[config.mk]
export PLATFORM = sky130hd
export DESIGN_NAME = calc_multidigit
export DESIGN_NICKNAME = d
export VERILOG_FILES = /design/src/rtl/calc_pkg.sv /design/src/rtl/calc_mul_shiftadd.sv /design/src/rtl/calc_multidigit.sv
export SDC_FILE = /design/constraint.sdc
export NUM_CORES = 1
export LEC_CHECK = 0
export ABC_AREA = 1
export BUFFER_PORTS_ARGS = -buffer_cell sky130_fd_sc_hd__buf_4
export CORE_MARGIN = 2
export CORE_UTILIZATION = 30
export DETAILED_ROUTE_END_ITERATION = 7
export PLACE_DENSITY = 0.48
export SYNTH_ARGS = -nofsm -noshare
export SYNTH_HDL_FRONTEND = slang
export SYNTH_SLANG_ARGS = --single-unit
[constraint.sdc]
create_clock -name clock -period 21.9 [get_ports clock]
set_input_delay 2.19 -clock clock [delete_from_list [all_inputs] [get_ports clock]]
set_output_delay 2.19 -clock clock [all_outputs]
set_load 0.02 [all_outputs]
[src/rtl/calc_pkg.sv]
// Shared key codes, FSM states, status codes and operator type for the
// multi-digit keypad calculator.
package calc_pkg;

  localparam logic [3:0] KEY_ADD  = 4'd10;
  localparam logic [3:0] KEY_SUB  = 4'd11;
  localparam logic [3:0] KEY_MUL  = 4'd12;
  localparam logic [3:0] KEY_CLR  = 4'd13;
  localparam logic [3:0] KEY_EQ   = 4'd14;
  localparam logic [3:0] KEY_BKSP = 4'd15;

  typedef enum logic [2:0] {
    WAIT_A = 3'd0,
    WAIT_B = 3'd1,
    CALC   = 3'd2,
    SCAN   = 3'd3,
    ERROR  = 3'd4
  } state_t;

  typedef enum logic [1:0] {
    ST_ERR   = 2'b00,
    ST_BUSY  = 2'b01,
    ST_READY = 2'b10,
    ST_SCAN  = 2'b11
  } status_t;

  typedef enum logic [1:0] {
    OP_NONE = 2'd0,
    OP_ADD  = 2'd1,
    OP_SUB  = 2'd2,
    OP_MUL  = 2'd3
  } op_t;

  function automatic logic is_digit(input logic [3:0] k);
    return k <= 4'd9;
  endfunction

  function automatic op_t key_to_op(input logic [3:0] k);
    case (k)
      KEY_ADD: return OP_ADD;
      KEY_SUB: return OP_SUB;
      KEY_MUL: return OP_MUL;
      default: return OP_NONE;
    endcase
  endfunction

endpackage

[src/rtl/calc_mul_shiftadd.sv]
// Iterative shift-add multiplier: W iterations after start, one multiplier
// bit per cycle. Product and done hold until the next start.
module calc_mul_shiftadd #(
  parameter int W = 27
) (
  input  logic           clock,
  input  logic           reset,
  input  logic           start,
  input  logic [W-1:0]   a,
  input  logic [W-1:0]   b,
  output logic           done,
  output logic [2*W-1:0] product
);

  localparam int CW = $clog2(W + 1);

  logic [2*W-1:0] acc_reg;
  logic [2*W-1:0] mcand_reg;
  logic [W-1:0]   mplier_reg;
  logic [CW-1:0]  cnt_reg;
  logic           busy_reg;
  logic           done_reg;

  always_ff @(posedge clock or posedge reset) begin
    if (reset) begin
      acc_reg    <= '0;
      mcand_reg  <= '0;
      mplier_reg <= '0;
      cnt_reg    <= '0;
      busy_reg   <= 1'b0;
      done_reg   <= 1'b0;
    end else if (start) begin
      acc_reg    <= '0;
      mcand_reg  <= {{W{1'b0}}, a};
      mplier_reg <= b;
      cnt_reg    <= CW'(W);
      busy_reg   <= 1'b1;
      done_reg   <= 1'b0;
    end else if (busy_reg) begin
      if (mplier_reg[0]) acc_reg <= acc_reg + mcand_reg;
      mcand_reg  <= mcand_reg << 1;
      mplier_reg <= mplier_reg >> 1;
      cnt_reg    <= cnt_reg - CW'(1);
      if (cnt_reg == CW'(1)) begin
        busy_reg <= 1'b0;
        done_reg <= 1'b1;
      end
    end
  end

  assign done    = done_reg;
  assign product = acc_reg;

endmodule

[src/rtl/calc_multidigit.sv]
// Multi-digit keypad calculator core: operand entry, add/sub/mul with
// overflow detection, and a digit-serial scan of the result to the display.
module calc_multidigit
  import calc_pkg::*;
#(
  parameter int NDIG = 8,
  parameter int W    = $clog2(10**NDIG),
  parameter int PW   = $clog2(NDIG)
) (
  input  logic          clock,
  input  logic          reset,
  input  logic [3:0]    cmd,
  input  logic          cmd_valid,
  output logic          cmd_ready,
  output logic [1:0]    status,
  output logic [3:0]    data,
  output logic [PW-1:0] pos,
  output logic          neg,
  output logic [2:0]    state
);

  localparam int            W2       = 2 * W;
  localparam logic [W-1:0]  TEN      = W'(10);
  localparam logic [W-1:0]  MAX_VAL  = W'(10**NDIG - 1);
  localparam logic [W-1:0]  DIG_LIM  = W'(10**(NDIG - 1));
  localparam logic [PW-1:0] LAST_POS = PW'(NDIG - 1);

  state_t        state_reg, state_next;
  state_t        ret_reg, ret_next;
  op_t           op_reg, op_next;
  logic [W-1:0]  a_reg, a_next;
  logic [W-1:0]  b_reg, b_next;
  logic [W-1:0]  scan_val_reg, scan_val_next;
  logic [PW-1:0] pos_reg, pos_next;
  logic          neg_reg, neg_next;
  logic          fresh_reg, fresh_next;

  logic          key_fire;
  logic          in_wait_a;
  logic [W-1:0]  entry, entry_base, entry_new;
  logic [W:0]    sum;
  logic [W-1:0]  diff;
  logic [W2-1:0] product, res_wide;
  logic          res_neg, res_ok;
  logic          mul_start, mul_done;
  status_t       status_c;

  calc_mul_shiftadd #(.W(W)) u_mul (
    .clock   (clock),
    .reset   (reset),
    .start   (mul_start),
    .a       (a_reg),
    .b       (b_reg),
    .done    (mul_done),
    .product (product)
  );

  assign cmd_ready = (state_reg == WAIT_A) || (state_reg == WAIT_B) || (state_reg == ERROR);
  assign key_fire  = cmd_valid & cmd_ready;
  assign in_wait_a = (state_reg == WAIT_A);

  // A fresh result in A is replaced, not extended, by the next digit.
  assign entry      = in_wait_a ? a_reg : b_reg;
  assign entry_base = (in_wait_a && fresh_reg) ? '0 : entry;
  assign entry_new  = !is_digit(cmd)         ? entry / TEN :
                      (entry_base < DIG_LIM) ? entry_base * TEN + W'(cmd) :
                                               entry_base;

  assign sum  = {1'b0, a_reg} + {1'b0, b_reg};
  assign diff = (a_reg >= b_reg) ? a_reg - b_reg : b_reg - a_reg;

  always_comb begin
    res_wide = '0;
    res_neg  = 1'b0;
    res_ok   = 1'b1;
    case (op_reg)
      OP_ADD: res_wide = W2'(sum);
      OP_SUB: begin
        res_wide = W2'(diff);
        res_neg  = (a_reg < b_reg);
      end
      OP_MUL: begin
        res_wide = product;
        res_ok   = mul_done;
      end
      default: ;
    endcase
  end

  always_ff @(posedge clock or posedge reset) begin
    if (reset) begin
      state_reg    <= WAIT_A;
      ret_reg      <= WAIT_A;
      op_reg       <= OP_NONE;
      a_reg        <= '0;
      b_reg        <= '0;
      scan_val_reg <= '0;
      pos_reg      <= '0;
      neg_reg      <= 1'b0;
      fresh_reg    <= 1'b0;
    end else begin
      state_reg    <= state_next;
      ret_reg      <= ret_next;
      op_reg       <= op_next;
      a_reg        <= a_next;
      b_reg        <= b_next;
      scan_val_reg <= scan_val_next;
      pos_reg      <= pos_next;
      neg_reg      <= neg_next;
      fresh_reg    <= fresh_next;
    end
  end

  always_comb begin
    state_next    = state_reg;
    ret_next      = ret_reg;
    op_next       = op_reg;
    a_next        = a_reg;
    b_next        = b_reg;
    scan_val_next = scan_val_reg;
    pos_next      = pos_reg;
    neg_next      = neg_reg;
    fresh_next    = fresh_reg;
    mul_start     = 1'b0;

    case (state_reg)
      WAIT_A, WAIT_B: begin
        if (key_fire) begin
          if (is_digit(cmd) || cmd == KEY_BKSP) begin
            if (in_wait_a) begin
              a_next     = entry_new;
              neg_next   = 1'b0;
              fresh_next = 1'b0;
            end else begin
              b_next = entry_new;
            end
            scan_val_next = entry_new;
            pos_next      = '0;
            ret_next      = state_reg;
            state_next    = SCAN;
          end else if (cmd == KEY_CLR) begin
            a_next        = '0;
            b_next        = '0;
            op_next       = OP_NONE;
            neg_next      = 1'b0;
            fresh_next    = 1'b0;
            scan_val_next = '0;
            pos_next      = '0;
            ret_next      = WAIT_A;
            state_next    = SCAN;
          end else if (cmd == KEY_EQ) begin
            if (!in_wait_a) begin
              state_next = CALC;
              mul_start  = (op_reg == OP_MUL);
            end
          end else begin
            op_next = key_to_op(cmd);
            if (in_wait_a) begin
              b_next     = '0;
              neg_next   = 1'b0;
              fresh_next = 1'b0;
              state_next = WAIT_B;
            end
          end
        end
      end

      CALC: begin
        if (res_ok) begin
          op_next  = OP_NONE;
          pos_next = '0;
          if (res_wide > W2'(MAX_VAL)) begin
            a_next     = '0;
            b_next     = '0;
            neg_next   = 1'b0;
            state_next = ERROR;
          end else begin
            a_next        = W'(res_wide);
            b_next        = '0;
            neg_next      = res_neg;
            fresh_next    = 1'b1;
            scan_val_next = W'(res_wide);
            ret_next      = WAIT_A;
            state_next    = SCAN;
          end
        end
      end

      // Each step divides the remaining value by ten so data is always V%10.
      SCAN: begin
        if (pos_reg == LAST_POS) begin
          pos_next   = '0;
          state_next = ret_reg;
        end else begin
          pos_next      = pos_reg + PW'(1);
          scan_val_next = scan_val_reg / TEN;
        end
      end

      ERROR: begin
        if (key_fire && cmd == KEY_CLR) begin
          a_next     = '0;
          b_next     = '0;
          op_next    = OP_NONE;
          fresh_next = 1'b0;
          state_next = WAIT_A;
        end
      end

      default: state_next = WAIT_A;
    endcase
  end

  always_comb begin
    case (state_reg)
      WAIT_A, WAIT_B: status_c = ST_READY;
      CALC:           status_c = ST_BUSY;
      SCAN:           status_c = ST_SCAN;
      default:        status_c = ST_ERR;
    endcase
  end

  assign status = status_c;
  assign data   = (state_reg == SCAN) ? 4'(scan_val_reg % TEN) : 4'd0;
  assign pos    = pos_reg;
  assign neg    = neg_reg;
  assign state  = state_reg;

endmodule

==> summary.md, run 1 <==
| Metric | Value |
|---|---|
| Cts hold-fix bufs | `0` |
| Area of the die | `80700 µm²` |
| Result of the run | `finished clean` |
| Flip-flop and latch count after synthesis | `236` |
| CTS Buffer Depth | `3` |
| Antenna violations before repair | `0` |
| Delay-heaviest family, CP | `simple AND/OR/NAND/NOR gates` |
| Number of flops mapped to enable cells by yosys | `0` |
| CP Capture Type | `output pin` |
| Top achievable clock speed | `78.4 MHz` |
| Distinct cell type count after synthesis | `70` |
| Routed wire length per instance | `16.8 µm` |
| Global-route usage over all layers | `19.0%` |
| Hold violation count in the final report | `0` |
| Max-cap violation count | `0` |
| Worst slew pin tran | `1.09 ns` |
| Met1 wire length | `37600 µm` |
| Iteration-0 DRC count of the detailed router | `1763` |
| Min cycle time layout | `12.75 ns` |
| Final max-slew violation count | `0` |
| Worst path max stage delay | `0.37 ns` |
| Final wirelength | `77500 µm` |
| Total CTS buffers | `34` |
| Critical Path Start Type | `register` |
| Total met3 wirelength after detailed routing | `2950 µm` |
| Normalized max-slew margin | `26.8%` |
| # diodes | `0` |
| Global-route congestion overflow total | `0` |
| Via Count | `23300` |
| Post-CTS Setup Inserts | `0` |
| Via count of the first global-routing pass | `22800` |
| CTS tree | `done` |
| Core ar. | `77600 µm²` |
| Required @ worst endpoint | `19.71 ns` |
| Per-cell via count in the routed design | `5.06` |
| Number of I/O pins | `21` |
| Total standard cell area after synthesis | `23500 µm²` |
| Standard cell with the maximum stage delay on the critical path | `sky130_fd_sc_hd__dfrtp_1` |
| Arrival @ worst endpoint | `10.56 ns` |
| Gp weighted congestion | `0.945` |
| Final setup violation count | `0` |
| Share of final-layout standard cells stronger than drive strength 1 | `9.90%` |
| Wire length on met2 | `35400 µm` |
| Clock transition at path regs | `0.06 ns` |
| Total of buffers placed on input and output ports | `20` |
| Share of synthesized area occupied by flip-flops and latches | `25.1%` |
| Largest fanout on the critical path | `6` |
| Worst Path Class, Setup | `register to output pin` |
| Floorplan row count | `102` |
| DR pass1 iterations | `6` |
| Final-stage net count | `3742` |
| Setup skew after layout | `0.0298 ns` |
| Post-route worst hold slack | `0.495 ns` |
| Proportion of netlist area held by the largest area contributor | `25.1%` |
| Worst min-delay path category | `register to register` |
| Horiz. Die Dim | `284 µm` |
| Most used DFF post-synth | `sky130_fd_sc_hd__dfrtp_1` |
| Clock tree root buffer cell | `sky130_fd_sc_hd__clkbuf_16` |
| Count of unresolved DRC violations after routing | `0` |
| Unrepaired setup endpoints after global routing | `no` |
| Syn_nets | `3775` |
| Buf+Inv Stages, Crit Path | `15` |
| Leading post-synthesis cells by cell area | `sky130_fd_sc_hd__dfrtp_1 (25%), sky130_fd_sc_hd__nand2_1 (13%), sky130_fd_sc_hd__ha_1 (9.9%), sky130_fd_sc_hd__inv_1 (7.0%), sky130_fd_sc_hd__nand3_1 (6.9%)` |
| Final-layout setup total negative slack | `0 ns` |
| TritonCTS Sinks | `236` |
| Cell seen most often among critical-path stages | `sky130_fd_sc_hd__nand2_1` |
| Number of warnings reported in the yosys synthesis log | `0` |
| Initial Util | `30.3%` |
| Mean Syn Cell Area | `6.58 µm²` |
| Die outline height | `284 µm` |
| Remaining number of nets flagged by the antenna check after routing | `0` |
| Worst-Skew Late Latency | `0.56 ns` |
| Wire length of the first global-routing pass | `124000 µm` |
| Final HPWL from detailed placement | `60300 µm` |
| Max H-tree Level | `2` |
| Maximum number of pins on one net before global-route repair | `95` |
| Area leader, netlist | `sky130_fd_sc_hd__dfrtp_1` |
| Part of the cycle the worst path needs | `58.2%` |
| # resized after CTS | `0` |
| Area growth from synthesis to layout | `9.52%` |
| Top routing layer in use | `met4` |
| Post-synthesis cell count | `3576` |
| Ys async rst share | `100%` |
layout make-up:
cell class	instances	area, µm²
Sequential cell	236	5910
Timing Repair Buffer	49	368
Clock buffer	44	918
Fill cell	8616	51800
Multi-Input combinational cell	2717	15200
Tap cell	1040	1300
Clock inverter	15	165
Inverter	505	1940
cell families (layout without fill, tap and decap cells):
logic type	Yosys count	count (layout)	share of synthesized area (%)
and+or+nand+nor	1651	1651	31.3
AOI/OAI and AO/OA	805	805	20.1
buffers and inverters	623	613	10.6
DFF	236	236	25.1
adders and majority gates	192	192	10.4
xor gates and xnor gates	62	62	2.31
muxes	7	7	0.298
placed cells by master (no fill, tap or decap), types with 31 or more instances in the layout:
cell type,n
sky130_fd_sc_hd__a21oi_1,271
sky130_fd_sc_hd__a31oi_1,53
sky130_fd_sc_hd__buf_4,49
sky130_fd_sc_hd__clkbuf_16,34
sky130_fd_sc_hd__dfrtp_1,235
sky130_fd_sc_hd__ha_1,186
sky130_fd_sc_hd__inv_1,439
sky130_fd_sc_hd__inv_2,48
sky130_fd_sc_hd__nand2_1,801
sky130_fd_sc_hd__nand2_2,123
sky130_fd_sc_hd__nand3_1,323
sky130_fd_sc_hd__nor2_1,267
sky130_fd_sc_hd__nor3_1,31
sky130_fd_sc_hd__o211ai_1,52
sky130_fd_sc_hd__o21ai_0,235
sky130_fd_sc_hd__xor2_1,47
per-stage QoR:
step | utilization (%) | instance area (µm²) | setup WS, ns | instances
2_1_floorplan | - | 23500 | 10.87 | 3576
3_3_place_gp | 31.8 | 24700 | 10.01 | 4547
3_5_place_dp | 31.8 | 24700 | 9.84 | 4547
4_1_cts | 33.2 | 25800 | 9.23 | 4606
5_1_grt | 33.2 | 25800 | 7.48 | 4606
6_report | 33.2 | 25800 | 9.15 | 4606
cells in the mapped netlist (16+ instances only):
cell,n
sky130_fd_sc_hd__nand2_4,16
sky130_fd_sc_hd__nand3_2,19
sky130_fd_sc_hd__o211ai_1,52
sky130_fd_sc_hd__inv_2,47
sky130_fd_sc_hd__a22oi_1,26
sky130_fd_sc_hd__inv_1,442
sky130_fd_sc_hd__clkbuf_1,95
sky130_fd_sc_hd__o21ai_1,31
sky130_fd_sc_hd__a31oi_1,53
sky130_fd_sc_hd__xor2_1,47
sky130_fd_sc_hd__o31ai_1,20
sky130_fd_sc_hd__nand2_1,801
sky130_fd_sc_hd__a21oi_1,271
sky130_fd_sc_hd__dfrtp_1,236
sky130_fd_sc_hd__nand4_1,24
sky130_fd_sc_hd__ha_1,186
sky130_fd_sc_hd__nor3_1,32
sky130_fd_sc_hd__nor2_1,273
sky130_fd_sc_hd__nand3_1,323
sky130_fd_sc_hd__o22ai_1,19
sky130_fd_sc_hd__o21ai_0,235
sky130_fd_sc_hd__nand2_2,123
worst paths after layout:
kind	startpoint	end	slack, ns	cells past startpoint
worst max-delay path	scan_val_reg[26]	data[3]	9.15	105
max in group asynchronous	reset	a_reg[1]	18.17	4
min in group asynchronous	reset	u_mul.mcand_reg[37]	1.70	2
worst max register to register	state[2]	scan_val_reg[1]	10.92	100
worst min-delay path	ret_reg[0]	ret_reg[0]	0.50	2
worst min register to register	ret_reg[0]	ret_reg[0]	0.50	2
worst min-delay path: cells and delay by family (launching register included):
kind               cells  cell delay [ns]
AOI/OAI and AO/OA      1             0.05
DFF                    1             0.35
and+or+nand+nor        1             0.06
metal layers:
| layer | global-route usage, % | vias to the layer above |
|---|---|---|
| met2 | 31.7 | 434 |
| met4 | 4.43 | 0 |
| met1 | 26.3 | 10900 |
| met5 | 0 | - |
| met3 | 1.92 | 92 |
| li1 | - | 11900 |
Power of run 1 is left out: the tool's default activity adds up to more than one toggle a clock period on the data nets, which glitch-free logic cannot reach.
==> inputs of run 2 (changes only) <==
- clock period: 21.9 -> 12.7 ns (I/O delays scaled with it)
==> run 2 against run 1 <==
First-iteration DRC count fell by 8.2%; hold slack better by 0.0025 ns; via count up 0.36%; clock-buffer cell count rose by 4; die area is the same; utilization grew 0.33 points; worst setup slack got worse by 8.0 ns; flip-flop and latch count unchanged; routed wire length rose by 1.3%; sequential share of layout area shrank 0.22 points; critical path type unchanged.
==> summary.md, run 2 (synthesis gave the netlist of run 1 again) <==
| Metric | Value |
|---|---|
| Hold Path End | `ret_reg[2]` |
| Area growth from synthesis to layout | `10.6%` |
| Number of I/O pins | `21 (unchanged)` |
| Hold path cells | `2 (unchanged)` |
| Normalized max-slew margin | `29.4% (+2.6 points)` |
| Cell seen most often among critical-path stages | `sky130_fd_sc_hd__nand2_2` |
| Worst path max stage delay | `0.32 ns (-0.05 ns)` |
| R2R cell count | `102 (+2.0%)` |
| Leading cell types in the layout, fill and taps excluded | `sky130_fd_sc_hd__nand2_1 (785), sky130_fd_sc_hd__inv_1 (438), sky130_fd_sc_hd__nand3_1 (319)` |
| Worst slew pin tran | `1.06 ns (-0.0305 ns)` |
| Via count of the first global-routing pass | `22500 (-1.0%)` |
| Part of the cycle the worst path needs | `90.6%` |
| FF-to-FF setup slack | `2.33 ns (-8.59 ns)` |
| Floorplan row count | `102 (unchanged)` |
| Via Count | `23400 (+0.36%)` |
| CTS tree | `done` |
| Worst-Skew Late Latency | `0.56 ns (about the same)` |
| Min-delay src | `ret_reg[2]` |
| Final setup violation count | `0 (unchanged)` |
| Antenna violations before repair | `0 (unchanged)` |
| DR pass1 iterations | `6 (unchanged)` |
| Per-cell via count in the routed design | `5.06 (+0.12%)` |
| Wire length of the first global-routing pass | `124000 µm (-0.14%)` |
| Commonest non-fill, non-tap cell in the layout | `sky130_fd_sc_hd__nand2_1` |
| Global-route usage over all layers | `19.0% (+0.023 points)` |
| Total CTS buffers | `36 (+5.9%)` |
| Final max-slew violation count | `0 (unchanged)` |
| Worst reg2reg path endpoint | `a_reg[0]` |
| Share of final-layout standard cells stronger than drive strength 1 | `11.0% (+1.1 points)` |
| # diodes | `0 (unchanged)` |
| CTS Buffer Depth | `3 (unchanged)` |
| Die outline height | `284 µm (unchanged)` |
| Max-cap violation count | `0 (unchanged)` |
| Required @ worst endpoint | `11.43 ns (-8.28 ns)` |
| Maximum number of pins on one net before global-route repair | `95 (unchanged)` |
| Hold violation count in the final report | `0 (unchanged)` |
| Largest fanout on the critical path | `6 (unchanged)` |
| Final HPWL from detailed placement | `60800 µm (+0.73%)` |
| TritonCTS Sinks | `236 (unchanged)` |
| Iteration-0 DRC count of the detailed router | `1618 (-8.2%)` |
| Final wirelength | `78500 µm (+1.3%)` |
| Result of the run | `finished clean` |
| Top achievable clock speed | `86.9 MHz` |
| Setup skew after layout | `0.0341 ns (+0.00433 ns)` |
| Standard cell with the maximum stage delay on the critical path | `sky130_fd_sc_hd__dfrtp_1` |
| Critical Path Start Type | `register` |
| Initial Util | `30.3% (unchanged)` |
| Arrival @ worst endpoint | `10.24 ns (-0.32 ns)` |
| Final-stage net count | `3752 (+0.27%)` |
| Routed wire length per instance | `17.0 µm (+1.1%)` |
| Horiz. Die Dim | `284 µm (unchanged)` |
| Clock transition at path regs | `0.05 ns (about the same)` |
| Count of unresolved DRC violations after routing | `0 (unchanged)` |
| Area of the die | `80700 µm² (unchanged)` |
| Max H-tree Level | `2 (unchanged)` |
| Critical R2R Launch | `state[2]` |
| Core ar. | `77600 µm² (unchanged)` |
| Worst min-delay path category | `register to register` |
| Remaining number of nets flagged by the antenna check after routing | `0 (unchanged)` |
| Fillers | `8684 (+0.79%)` |
| Min cycle time layout | `11.51 ns` |
| Total of buffers placed on input and output ports | `20 (unchanged)` |
| Global-route congestion overflow total | `0 (unchanged)` |
| CP Capture Type | `output pin` |
| Gp weighted congestion | `0.947 (+0.22%)` |
| Worst Path Class, Setup | `register to output pin` |
| Post-route worst hold slack | `0.498 ns (+0.00249 ns)` |
| Clock tree root buffer cell | `sky130_fd_sc_hd__clkbuf_16` |
[run 2: cell types whose count changed in the layout (fill, tap and decap cells not counted), sizes merged]
cell | before | now
buf | 49 | 57
clkinvlp | 1 | 3
clkbuf | 44 | 48
clkinv | 25 | 20
inv | 491 | 493
[run 2: worst max-delay path by stage]
stage / start / to / slack, ns / cells after the start
finish: scan_val_reg[25] / data[3] / 1.19 / 104
global route: scan_val_reg[26] / data[2] / -0.05 / 108
CTS: scan_val_reg[26] / data[3] / 0.80 / 107
detailed placement: scan_val_reg[26] / data[3] / 1.44 / 105
global placement: scan_val_reg[26] / data[3] / 1.52 / 104
floorplan: scan_val_reg[24] / data[3] / 2.59 / 107
[run 2: layer usage]
layer	vias up	routed length [µm]	track usage [%]	part of all wire, %
met2	402	36100	31.8	46
met5	-	0	0	0
met4	0	1450	4.22	1.8
li1	11900	-	-	-
met1	11000	38400	26.3	49
met3	74	2630	2.05	3.3
[run 2: worst max-delay path, delay by kind of cell, from the launching register on]
family | cells | cell delay, ns
compound gates | 3 | 0.39
xor+xnor | 2 | 0.40
fa+ha+maj | 1 | 0.20
buf+inv | 14 | 1.00
flops | 1 | 0.32
simple gates | 84 | 7.35
[run 2: layout make-up]
cell class                      instances  area, µm²  share of cell area, %
Multi-Input combinational cell       2717      15300                   58.7
Tap cell                             1040       1300                   5.00
Inverter                              505       1940                   7.46
Timing Repair Buffer                   57        428                   1.64
Clock buffer                           48       1020                   3.90
Sequential cell                       236       5910                   22.7
Clock inverter                         14        143                  0.548
[run 2: timing repair]
item | 4_1_cts | 5_1_grt
hold endpoints to repair | 0 | 0
hold buffers | 0 | 0
endpoints found under the setup margin | 0 | 3
gates resized for setup | 0 | 33
setup buffers | 0 | 6
[run 2: per-stage QoR]
stage	area, µm²	util (%)	setup WS, ns	cells	TNS, ns
floorplan	23500	-	2.59	3576	0
global placement	24700	31.8	1.52	4549	0
detailed placement	24700	31.8	1.44	4549	0
CTS	25900	33.3	0.805	4611	0
global route	26000	33.5	-0.0516	4617	-0.141
finish	26000	33.5	1.19	4617	0
Power of run 2 is left out for the same reason.
